===== src/rtl/i2c_txn_arbiter.sv =====
// Round-robin arbiter sharing one byte-level I2C master engine among N_REQ requesters.
// Optional engine watchdog is enabled by defining I2C_ARB_TIMEOUT_EN.
module i2c_txn_arbiter #(
    parameter int N_REQ       = 4,
    parameter int TIMEOUT_CYC = 200000
) (
    input  logic               clk,
    input  logic               rst,
    input  logic [N_REQ-1:0]   req,
    input  logic [N_REQ-1:0]   req_rw,
    input  logic [7*N_REQ-1:0] req_addr,
    input  logic [8*N_REQ-1:0] req_wdata,
    output logic [N_REQ-1:0]   grant,
    output logic [N_REQ-1:0]   done,
    output logic [7:0]         rdata,
    output logic               nack,
    output logic               eng_start,
    output logic               eng_rw,
    output logic [6:0]         eng_addr,
    output logic [7:0]         eng_wdata,
    input  logic               eng_busy,
    input  logic               eng_done,
    input  logic [7:0]         eng_rdata,
    input  logic               eng_nack,
    output logic               eng_abort
);

    localparam int IW = $clog2(N_REQ);

    if (N_REQ < 2 || N_REQ > 8 || TIMEOUT_CYC < 2) begin : g_bad_cfg
        $error("i2c_txn_arbiter: unsupported N_REQ or TIMEOUT_CYC");
    end

    typedef enum logic [1:0] {
        S_IDLE,
        S_LAUNCH,
        S_WAIT,
        S_RESP
    } state_t;

    state_t        state;
    logic [IW-1:0] last;
    logic [IW-1:0] pick;
    logic [IW-1:0] cand;
    logic          found;

`ifdef I2C_ARB_TIMEOUT_EN
    localparam int CW = $clog2(TIMEOUT_CYC);
    logic [CW-1:0] cnt;
`else
    assign eng_abort = 1'b0;
`endif

    // Search last+1, last+2, ... with wrap; first set request wins.
    always_comb begin
        pick  = last;
        cand  = last;
        found = 1'b0;
        for (int k = 1; k <= N_REQ; k++) begin
            if (int'(last) + k >= N_REQ)
                cand = IW'(int'(last) + k - N_REQ);
            else
                cand = IW'(int'(last) + k);
            if (!found && req[cand]) begin
                found = 1'b1;
                pick  = cand;
            end
        end
    end

    always_ff @(posedge clk or negedge rst) begin
        if (!rst) begin
            state     <= S_IDLE;
            last      <= IW'(N_REQ - 1);
            grant     <= '0;
            done      <= '0;
            rdata     <= '0;
            nack      <= 1'b0;
            eng_start <= 1'b0;
            eng_rw    <= 1'b0;
            eng_addr  <= '0;
            eng_wdata <= '0;
`ifdef I2C_ARB_TIMEOUT_EN
            cnt       <= '0;
            eng_abort <= 1'b0;
`endif
        end else begin
            done      <= '0;
            eng_start <= 1'b0;
`ifdef I2C_ARB_TIMEOUT_EN
            eng_abort <= 1'b0;
`endif
            unique case (state)
                S_IDLE: begin
                    if (found) begin
                        last      <= pick;
                        grant     <= N_REQ'(1) << pick;
                        eng_rw    <= req_rw[pick];
                        eng_addr  <= req_addr[7*pick +: 7];
                        eng_wdata <= req_wdata[8*pick +: 8];
                        state     <= S_LAUNCH;
                    end
                end
                S_LAUNCH: begin
                    if (!eng_busy) begin
                        eng_start <= 1'b1;
                        state     <= S_WAIT;
`ifdef I2C_ARB_TIMEOUT_EN
                        cnt       <= '0;
`endif
                    end
                end
                S_WAIT: begin
                    // A completion in the timeout cycle takes priority.
                    if (eng_done) begin
                        rdata <= eng_rdata;
                        nack  <= eng_nack;
                        done  <= grant;
                        state <= S_RESP;
                    end
`ifdef I2C_ARB_TIMEOUT_EN
                    else if (cnt == CW'(TIMEOUT_CYC - 1)) begin
                        eng_abort <= 1'b1;
                        rdata     <= '0;
                        nack      <= 1'b1;
                        done      <= grant;
                        state     <= S_RESP;
                    end else begin
                        cnt <= cnt + CW'(1);
                    end
`endif
                end
                S_RESP: begin
                    grant <= '0;
                    state <= S_IDLE;
                end
            endcase
        end
    end

endmodule


===== config.mk =====
export PLATFORM = sky130hd
export DESIGN_NAME = i2c_txn_arbiter
export DESIGN_NICKNAME = d
export VERILOG_FILES = /design/src/rtl/i2c_txn_arbiter.sv
export SDC_FILE = /design/constraint.sdc
export NUM_CORES = 1
export LEC_CHECK = 0
export CAP_MARGIN = 20
export CELL_PAD_IN_SITES_DETAIL_PLACEMENT = 0
export CELL_PAD_IN_SITES_GLOBAL_PLACEMENT = 1
export CORE_ASPECT_RATIO = 0.8
export CORE_MARGIN = 1
export CORE_UTILIZATION = 31
export CTS_CLUSTER_DIAMETER = 40
export DETAILED_ROUTE_END_ITERATION = 7
export PLACE_DENSITY = 0.9
export REMOVE_ABC_BUFFERS = 1
export SLEW_MARGIN = 20
export SYNTH_ARGS = -nofsm -noshare
export SYNTH_HDL_FRONTEND = slang
export SYNTH_SLANG_ARGS = --single-unit

===== constraint.sdc =====
create_clock -name clk -period 3.2 [get_ports clk]
set_clock_uncertainty 0.05 [all_clocks]
set_input_delay 0.64 -clock clk [delete_from_list [all_inputs] [get_ports clk]]
set_output_delay 0.64 -clock clk [all_outputs]
set_load 0.005 [all_outputs]

==> qor.yml, run 1 <==
setup_viol: 0
dp_slack_ns: 0.4488
syn_inst: 219
final_layout_size_suffix_gt1_share_pct: 15.36
core_area_um2: 6993
io_buffers: 114
overflow: 0
fin_ws_ns: 0.7566
dp_cells: 411
worstPathMaxFanout: 14
place_congestion: 0.7763
irDropWorstVdd_uv: 325.9
worst_pin_slew_ns: 0.8727
grt_pass1_wl_um: 9956
timing.reg2reg.setup_slack_ns: 0.89
die_h_um: 78.53
maxSlewHeadroom_pct: 41.82
antenna_found_initial: 0
stdcell_count: 419
design_area_um2: 3580
whs_ns: 0.4217
die_area_um2: 7670
cts_hold_buf: 0
vias: 2075
hold_viol: 0
worstSkewPairLatency_ns: 0.28
violations: "DRC"
drt_wl_total_um: 5899
nets: 416
ys_seq_area_share_pct: 42.01
cts.htree.levels: 2
period_share_pct: 76.36
hold_class: "primary input to async pin"
drt_pass1_iterations: 6
worst_ep_required_time_ns: 3.36
post-cts-setup-buffer-count: 0
synthTopCellsByArea: "dfrtp_1 40%, mux2_2 11%, mux2i_1 7.5%"
wl_per_cell_um: 14.08
num_io_pins: 116
die_w_um: 97.67
startpoint_type: "primary input"
diodes: 0
ys_ff_latch: 38
drv_cap: 0
grt_max_degree: 39
rsz0062_at_grt: "no"
syn_area_um2: 2270
avgViaCountPerCell: 4.952
end_kind: "flip-flop"
finalPower_mw: 2.816
path_clk_slew_ns: 0.07
postLayoutCoreUtil_pct: 51.19
dpl_cell_area_um2: 3488
grt_pass1_vias: 2069
detail-route-antenna-nets: 0
cts-root-buf: "clkbuf_8"
drt_iter0_markers: 80
cts-resized-gates: 0
yosys.area.top_type: "dfrtp_1"
start_util_pct: 32.46
max_freq_ghz: 0.4093
area_growth_pct: 57.72
drv_slew: 0
p_leak_nw: 1.471
avgSynthCellArea_um2: 10.36
dp_hpwl_um: 4499
cts.sinks: 38
layout_common_cells: "113 x clkdlybuf4s50_1, 36 x dfrtp_1, 31 x nand3_1, 27 x nand2_1, 23 x mux2_2"
cts_buffers: 5
critPathKind: "primary input to flip-flop"
setup_tns_ns: 0
cts_tree: "yes"
yosys_warnings: 0
grtUsageTotal_pct: 16.06
power_density_nw_per_um2: 786.7
synth_top_area_share_pct: 39.69
worstPathArrival_ns: 2.60
period_minus_slack_ns: 2.443
final_common_cell: "clkdlybuf4s50_1"
rows: 27
drc: 4
clk_path_buf_depth: 2
status: "finished with violations"
yosysUniqueCellTypes: 35
==> area by class of cell <==
cell class,instances,area (um^2)
Tap cell,87,108.9
Timing Repair Buffer,121,1214
Fill cell,645,3413
Clock buffer,7,86.33
Multi-Input combinational cell,162,1201
Clock inverter,1,5.005
Inverter,3,11.26
Sequential cell,38,953.4
==> flip-flops by register name, indices dropped and copies added (netlist names) <==
name,flops
eng_addr,7
nack,1
grant,4
eng_wdata,8
rdata,8
eng_start,1
last,2
eng_rw,1
state,2
done,4
==> power by group <==
group          switching [mW]  total (mW)  internal [mW]
combinational           0.722        1.63          0.904
sequential              0.140       0.851          0.711
clock                   0.165       0.338          0.174
==> path summary, 6_finish.rpt <==
check / end / start / cells after the start
max: eng_rw / req[3] / 7
min: eng_addr[3] / rst / 1
max reg2reg: eng_rw / state[0] / 7
min reg2reg: eng_addr[1] / eng_addr[1] / 2
max in group asynchronous: rdata[2] / rst / 1
min in group clk: eng_addr[1] / eng_addr[1] / 2
==> routing by layer <==
layer	up-vias	part of all wire, %	GRT usage [%]	wire length, um
li1	1007	-	-	-
met1	998	45	20.28	2645
met2	66	47	27.45	2802
met3	4	6.8	4.630	403
met4	0	0.81	3.182	48
met5	-	0	0	0
==> critical path, stage by stage <==
cell and delay [ns]:
clkdlybuf4s50_1 0.60, nor4_4 0.09, nor2b_2 0.45, nand2b_1 0.34, buf_12 0.24, a21o_1 0.16, o211ai_2 0.06
==> synthesized netlist by cell type <==
| master | count |
|---|---|
| dfrtp_1 | 36 |
| nand3_1 | 31 |
| nand2_1 | 27 |
| mux2_2 | 23 |
| mux2i_1 | 17 |
| o211ai_1 | 10 |
| buf_2 | 9 |
| o21ai_0 | 8 |
| nand2b_1 | 6 |
| o211ai_2 | 6 |
| a22o_1 | 4 |
| and3_1 | 4 |
| buf_6 | 4 |
| ha_1 | 4 |
| a21o_1 | 3 |
| inv_1 | 3 |
| nor2_1 | 3 |
| dfstp_2 | 2 |
| nand3b_1 | 2 |
| nor2b_1 | 2 |
| a21oi_1 | 1 |
| a222oi_1 | 1 |
| a31oi_2 | 1 |
| and3b_1 | 1 |
| buf_4 | 1 |
| clkbuf_1 | 1 |
| clkbuf_2 | 1 |
| conb_1 | 1 |
| mux2_1 | 1 |
| nand4_1 | 1 |
| nor3_1 | 1 |
| nor3_4 | 1 |
| nor4_4 | 1 |
| o31ai_1 | 1 |
| or2_2 | 1 |
==> cell families (layout without fill, tap and decap cells) <==
group / Yosys count / after routing / synth area share [%]
flops: 38 / 38 / 42.01
compound gates: 35 / 35 / 12.46
other cells: 1 / 1 / 0.1652
simple gates: 81 / 81 / 18.58
buf+inv: 19 / 132 / 5.181
fa+ha+maj: 4 / 4 / 2.205
mux: 41 / 41 / 19.40
(Power assumes the default switching activity.)
==> run 2: changes to the inputs <==
--- a/config.mk
+++ b/config.mk
@@ -10,10 +10,10 @@
 export CELL_PAD_IN_SITES_GLOBAL_PLACEMENT = 1
 export CORE_ASPECT_RATIO = 0.8
 export CORE_MARGIN = 1
-export CORE_UTILIZATION = 31
+export CORE_UTILIZATION = 29
 export CTS_CLUSTER_DIAMETER = 40
 export DETAILED_ROUTE_END_ITERATION = 7
-export PLACE_DENSITY = 0.9
+export PLACE_DENSITY = 0.85
 export REMOVE_ABC_BUFFERS = 1
 export SLEW_MARGIN = 20
 export SYNTH_ARGS = -nofsm -noshare
==> constraint.sdc (replaced) <==
create_clock -name clk -period 2.3 [get_ports clk]
set_clock_uncertainty 0.05 [all_clocks]
set_input_delay 0.46 -clock clk [delete_from_list [all_inputs] [get_ports clk]]
set_output_delay 0.46 -clock clk [all_outputs]
set_load 0.005 [all_outputs]
==> run 2 against run 1 <==
  * The run now ends clean
  * First-iteration DRC count fell by 35%
  * Largest cell class unchanged
  * Largest power group unchanged
  * Critical path type unchanged
  * Setup slack got worse by 0.54 ns
  * Hold slack got worse by 0.25 ns
  * Highest routed layer unchanged
==> qor.yml, run 2 (synthesized netlist as in run 1, its figures left out) <==
startpoint_type: "primary input"
drt_iter0_markers: 52
cts_tree: "yes"
dp_cells: 440
drt_pass1_iterations: 4
die_w_um: 100.9
reg_top3: "eng_wdata: 8 flops, rdata: 8 flops, eng_addr: 7 flops"
rsz0062_at_grt: "no"
wl_per_cell_um: 14.04
die_h_um: 81.13
worstPathArrival_ns: 2.24
finalPower_mw: 4.126
dp_slack_ns: -0.08077
path_clk_slew_ns: 0.08
overflow: 0
whs_ns: 0.1721
r2r-end: "eng_addr[1]"
clk_path_buf_depth: 2
irDropWorstVdd_uv: 446.8
detail-route-antenna-nets: 0
period_share_pct: 90.78
cts.sinks: 38
rows: 28
vias: 2097
crit_family: "buffers and inverters"
cts-root-buf: "clkbuf_8"
power_density_nw_per_um2: 1113
p_leak_nw: 1.527
drv_cap: 0
crit_chain: "clkdlybuf4s50_1 > mux2i_1 > nor2_1 > nor3_4 > buf_12 > mux2_2 > o211ai_2"
worst_ep_required_time_ns: 2.46
cts-resized-gates: 0
stdcell_count: 448
setup_tns_ns: 0
critical_path_buf_inv_count: 2
antenna_found_initial: 0
die_area_um2: 8186
grt_pass1_wl_um: 9963
place_congestion: 0.7302
worstSkewPairLatency_ns: 0.28
reg2regPathDepth: 6
critPathMaxStageDelay_ns: 0.52
timing.rr.start: "last[1]"
worstPathMaxFanout: 29
cts_buffers: 5
cpMaxStageDelayCell: "clkdlybuf4s50_1"
core_area_um2: 7497
maxSlewHeadroom_pct: 66.65
hold_class: "primary input to async pin"
end_kind: "flip-flop"
cp-endpoint: "eng_addr[1]"
drc: 0
cts.htree.levels: 2
num_io_pins: 116
post-cts-setup-buffer-count: 0
worst_pin_slew_ns: 0.5002
status: "complete, no violations"
period_minus_slack_ns: 2.088
cts_hold_buf: 0
grtUsageTotal_pct: 15.47
drt_wl_total_um: 6291
io_buffers: 114
final_layout_size_suffix_gt1_share_pct: 18.08
dp_hpwl_um: 4787
setup_viol: 0
avgViaCountPerCell: 4.681
max_freq_ghz: 0.4790
drv_slew: 0
diodes: 0
start_util_pct: 30.27
nFillCells: 750
cp.depth: 7
nets: 427
final_common_cell: "clkdlybuf4s50_1"
timing.reg2reg.setup_slack_ns: 0.28
hold_viol: 0
grt_max_degree: 39
area_growth_pct: 63.29
critPathLaunch: "req[3]"
layout_common_cells: "113 x clkdlybuf4s50_1, 36 x dfrtp_1, 31 x nand3_1, 27 x nand2_1, 23 x mux2_2"
fin_ws_ns: 0.2122
grt_pass1_vias: 2119
critPathKind: "primary input to flip-flop"
## run 2: cell types whose count changed in the layout (fill, tap and decap cells not counted), sizes merged
cell,before,now
buf,8,19
## run 2: through the flow
step	utilization (%)	area, um^2
after floorplan	-	2163
after global placement	48.21	3615
after detailed placement	48.21	3615
after CTS	49.43	3706
after global routing	49.43	3706
final	49.43	3706
## run 2: metal layers
layer	vias up	global-route usage, %	wire length (um)
met3	7	4.045	372
met1	995	19.72	2999
li1	1031	-	-
met5	-	0	0
met4	0	3.623	49
met2	64	26.37	2869
## run 2: how the worst min path moves through the flow
stage                    to  slack, ns  depth (start not counted)
2_1_floorplan       done[0]       0.11                          0
3_3_place_gp    eng_addr[4]       0.43                          2
3_5_place_dp    eng_addr[5]       0.42                          2
4_1_cts         eng_addr[3]       0.19                          2
5_1_grt         eng_addr[3]       0.21                          2
6_report       eng_wdata[2]       0.17                          2
## run 2: final cells by class
type	count	area, um^2	area share, %
tap	105	131.4	3.545
clock buffer	7	86.33	2.330
clock inverter	1	5.005	0.1350
multi-input combinational	162	1210	32.65
timing repair buffer	132	1309	35.31
sequential	38	953.4	25.73
inverter	3	11.26	0.3038
## run 2: where the power goes
group	internal [mW]	total, mW	switching (mW)
Clock	0.242	0.483	0.241
Combinational	1.39	2.46	1.07
Sequential	0.990	1.19	0.197
Total	2.62	4.13	1.51
==> run 3: changes to the inputs <==
--- a/config.mk
+++ b/config.mk
@@ -5,7 +5,6 @@
 export SDC_FILE = /design/constraint.sdc
 export NUM_CORES = 1
 export LEC_CHECK = 0
-export CAP_MARGIN = 20
 export CELL_PAD_IN_SITES_DETAIL_PLACEMENT = 0
 export CELL_PAD_IN_SITES_GLOBAL_PLACEMENT = 1
 export CORE_ASPECT_RATIO = 0.8
@@ -13,7 +12,7 @@
 export CORE_UTILIZATION = 29
 export CTS_CLUSTER_DIAMETER = 40
 export DETAILED_ROUTE_END_ITERATION = 7
-export PLACE_DENSITY = 0.85
+export PLACE_DENSITY_LB_ADDON = 0.25
 export REMOVE_ABC_BUFFERS = 1
 export SLEW_MARGIN = 20
 export SYNTH_ARGS = -nofsm -noshare
==> run 3 against run 2 <==
  * Total power increased by 1.3%
  * Critical path depth up 1
  * Setup slack worse by 0.043 ns
  * Critical path type unchanged
  * Critical endpoint is now eng_addr[0]
  * Highest routed layer unchanged
==> qor.yml, run 3 (synthesized netlist as in run 1, its figures left out) <==
dp_slack_ns: -0.1374
cts.htree.levels: 2
grtUsageTotal_pct: 16.29
cp_common_cell: "buf_4"
num_io_pins: 116
vias: 2071
cts-root-buf: "clkbuf_8"
rsz0062_at_grt: "no"
worst_pin_slew_ns: 0.5206
max_freq_ghz: 0.4693
worst_ep_required_time_ns: 2.46
die_area_um2: 8186
setup_viol: 0
startpoint_type: "primary input"
worstPathArrival_ns: 2.29
clk_path_buf_depth: 2
power_density_nw_per_um2: 1126
dp_cells: 436
layout_common_cells: "113 x clkdlybuf4s50_1, 36 x dfrtp_1, 31 x nand3_1, 27 x nand2_1, 23 x mux2_2"
reg_top3: "eng_wdata: 8 flops, rdata: 8 flops, eng_addr: 7 flops"
path_clk_slew_ns: 0.09
avgViaCountPerCell: 4.664
period_minus_slack_ns: 2.131
post-cts-setup-buffer-count: 0
irDropWorstVdd_uv: 494.5
cpMaxStageDelayCell: "clkdlybuf4s50_1"
drt_iter0_markers: 77
place_congestion: 0.7839
final_common_cell: "clkdlybuf4s50_1"
critPathKind: "primary input to flip-flop"
start_util_pct: 30.27
die_w_um: 100.9
drv_cap: 0
overflow: 0
detail-route-antenna-nets: 0
cts_tree: "yes"
final_layout_size_suffix_gt1_share_pct: 17.40
nets: 423
nFillCells: 744
critPathMaxStageDelay_ns: 0.56
stdcell_count: 444
rows: 28
status: "complete, no violations"
dp_hpwl_um: 4605
grt_pass1_vias: 2102
die_h_um: 81.13
maxSlewHeadroom_pct: 65.29
drc: 0
core_area_um2: 7497
area_growth_pct: 63.45
diodes: 0
design_area_um2: 3710
end_kind: "flip-flop"
grt_max_degree: 39
worstSkewPairLatency_ns: 0.29
dpl_cell_area_um2: 3601
crit_chain: "clkdlybuf4s50_1 > buf_4 > nor4_4 > nor2b_2 > buf_4 > nand3_1 > mux2_2 > o211ai_1"
fin_ws_ns: 0.1694
period_share_pct: 92.64
cts-resized-gates: 0
antenna_found_initial: 0
cts.sinks: 38
hold_class: "primary input to async pin"
wl_per_cell_um: 14.02
drv_slew: 0
grt_pass1_wl_um: 10160
drt_wl_total_um: 6227
hold_viol: 0
drt_pass1_iterations: 4
cts_buffers: 5
cts_hold_buf: 0
worstPathMaxFanout: 10
p_leak_nw: 1.526
io_buffers: 114
run 3: report_power, final:
group | internal [mW] | switching, mW | total, mW
combinational | 1.37 | 1.05 | 2.42
clock | 0.320 | 0.260 | 0.580
sequential | 0.989 | 0.193 | 1.18
run 3: area by class of cell:
class / instances / area (um^2) / area share [%]
flip-flops and latches: 38 / 953.4 / 25.70
multi-input cells: 162 / 1201 / 32.38
inverters: 3 / 11.26 / 0.3035
clock buffers: 5 / 68.82 / 1.855
well taps: 105 / 131.4 / 3.541
clock inverters: 3 / 40.04 / 1.079
repair buffers: 128 / 1304 / 35.14
run 3: per-stage QoR:
step,util [%],power [mW],setup TNS [ns],hold slack [ns]
floorplan,-,2.387,-10.01,0.1144
global placement,48.03,3.611,-1.050,0.4253
detailed placement,48.03,3.642,-1.242,0.4235
CTS,49.48,4.251,0,0.1798
global route,49.48,4.514,0,0.2069
finish,49.48,4.178,0,0.1628
run 3: worst max-delay path, delay by kind of cell:
family | cells | cell delay, ns
AO/OA/AOI/OAI | 1 | 0.10
AND/OR/NAND/NOR | 3 | 0.51
buffers and inverters | 3 | 0.95
multiplexers | 1 | 0.26
run 3: layer usage:
| metal | part of all wire (%) | track usage, % | vias to the layer above |
|---|---|---|---|
| met5 | 0 | 0 | - |
| met4 | 0.58 | 3.913 | 0 |
| met3 | 7.3 | 5.164 | 4 |
| met2 | 47 | 28.36 | 67 |
| met1 | 45 | 19.68 | 972 |
| li1 | - | - | 1028 |
run 3: path summary, 6_finish.rpt:
kind	end	depth (start not counted)	start	slack (ns)
setup / recovery	eng_addr[0]	8	req[3]	0.17
hold / removal	eng_rw	2	rst	0.16
setup reg to reg	eng_wdata[4]	6	last[1]	0.22
hold reg to reg	eng_addr[5]	2	eng_addr[5]	0.45
max in group asynchronous	rdata[4]	2	rst	1.66
min in group clk	eng_addr[5]	2	eng_addr[5]	0.45
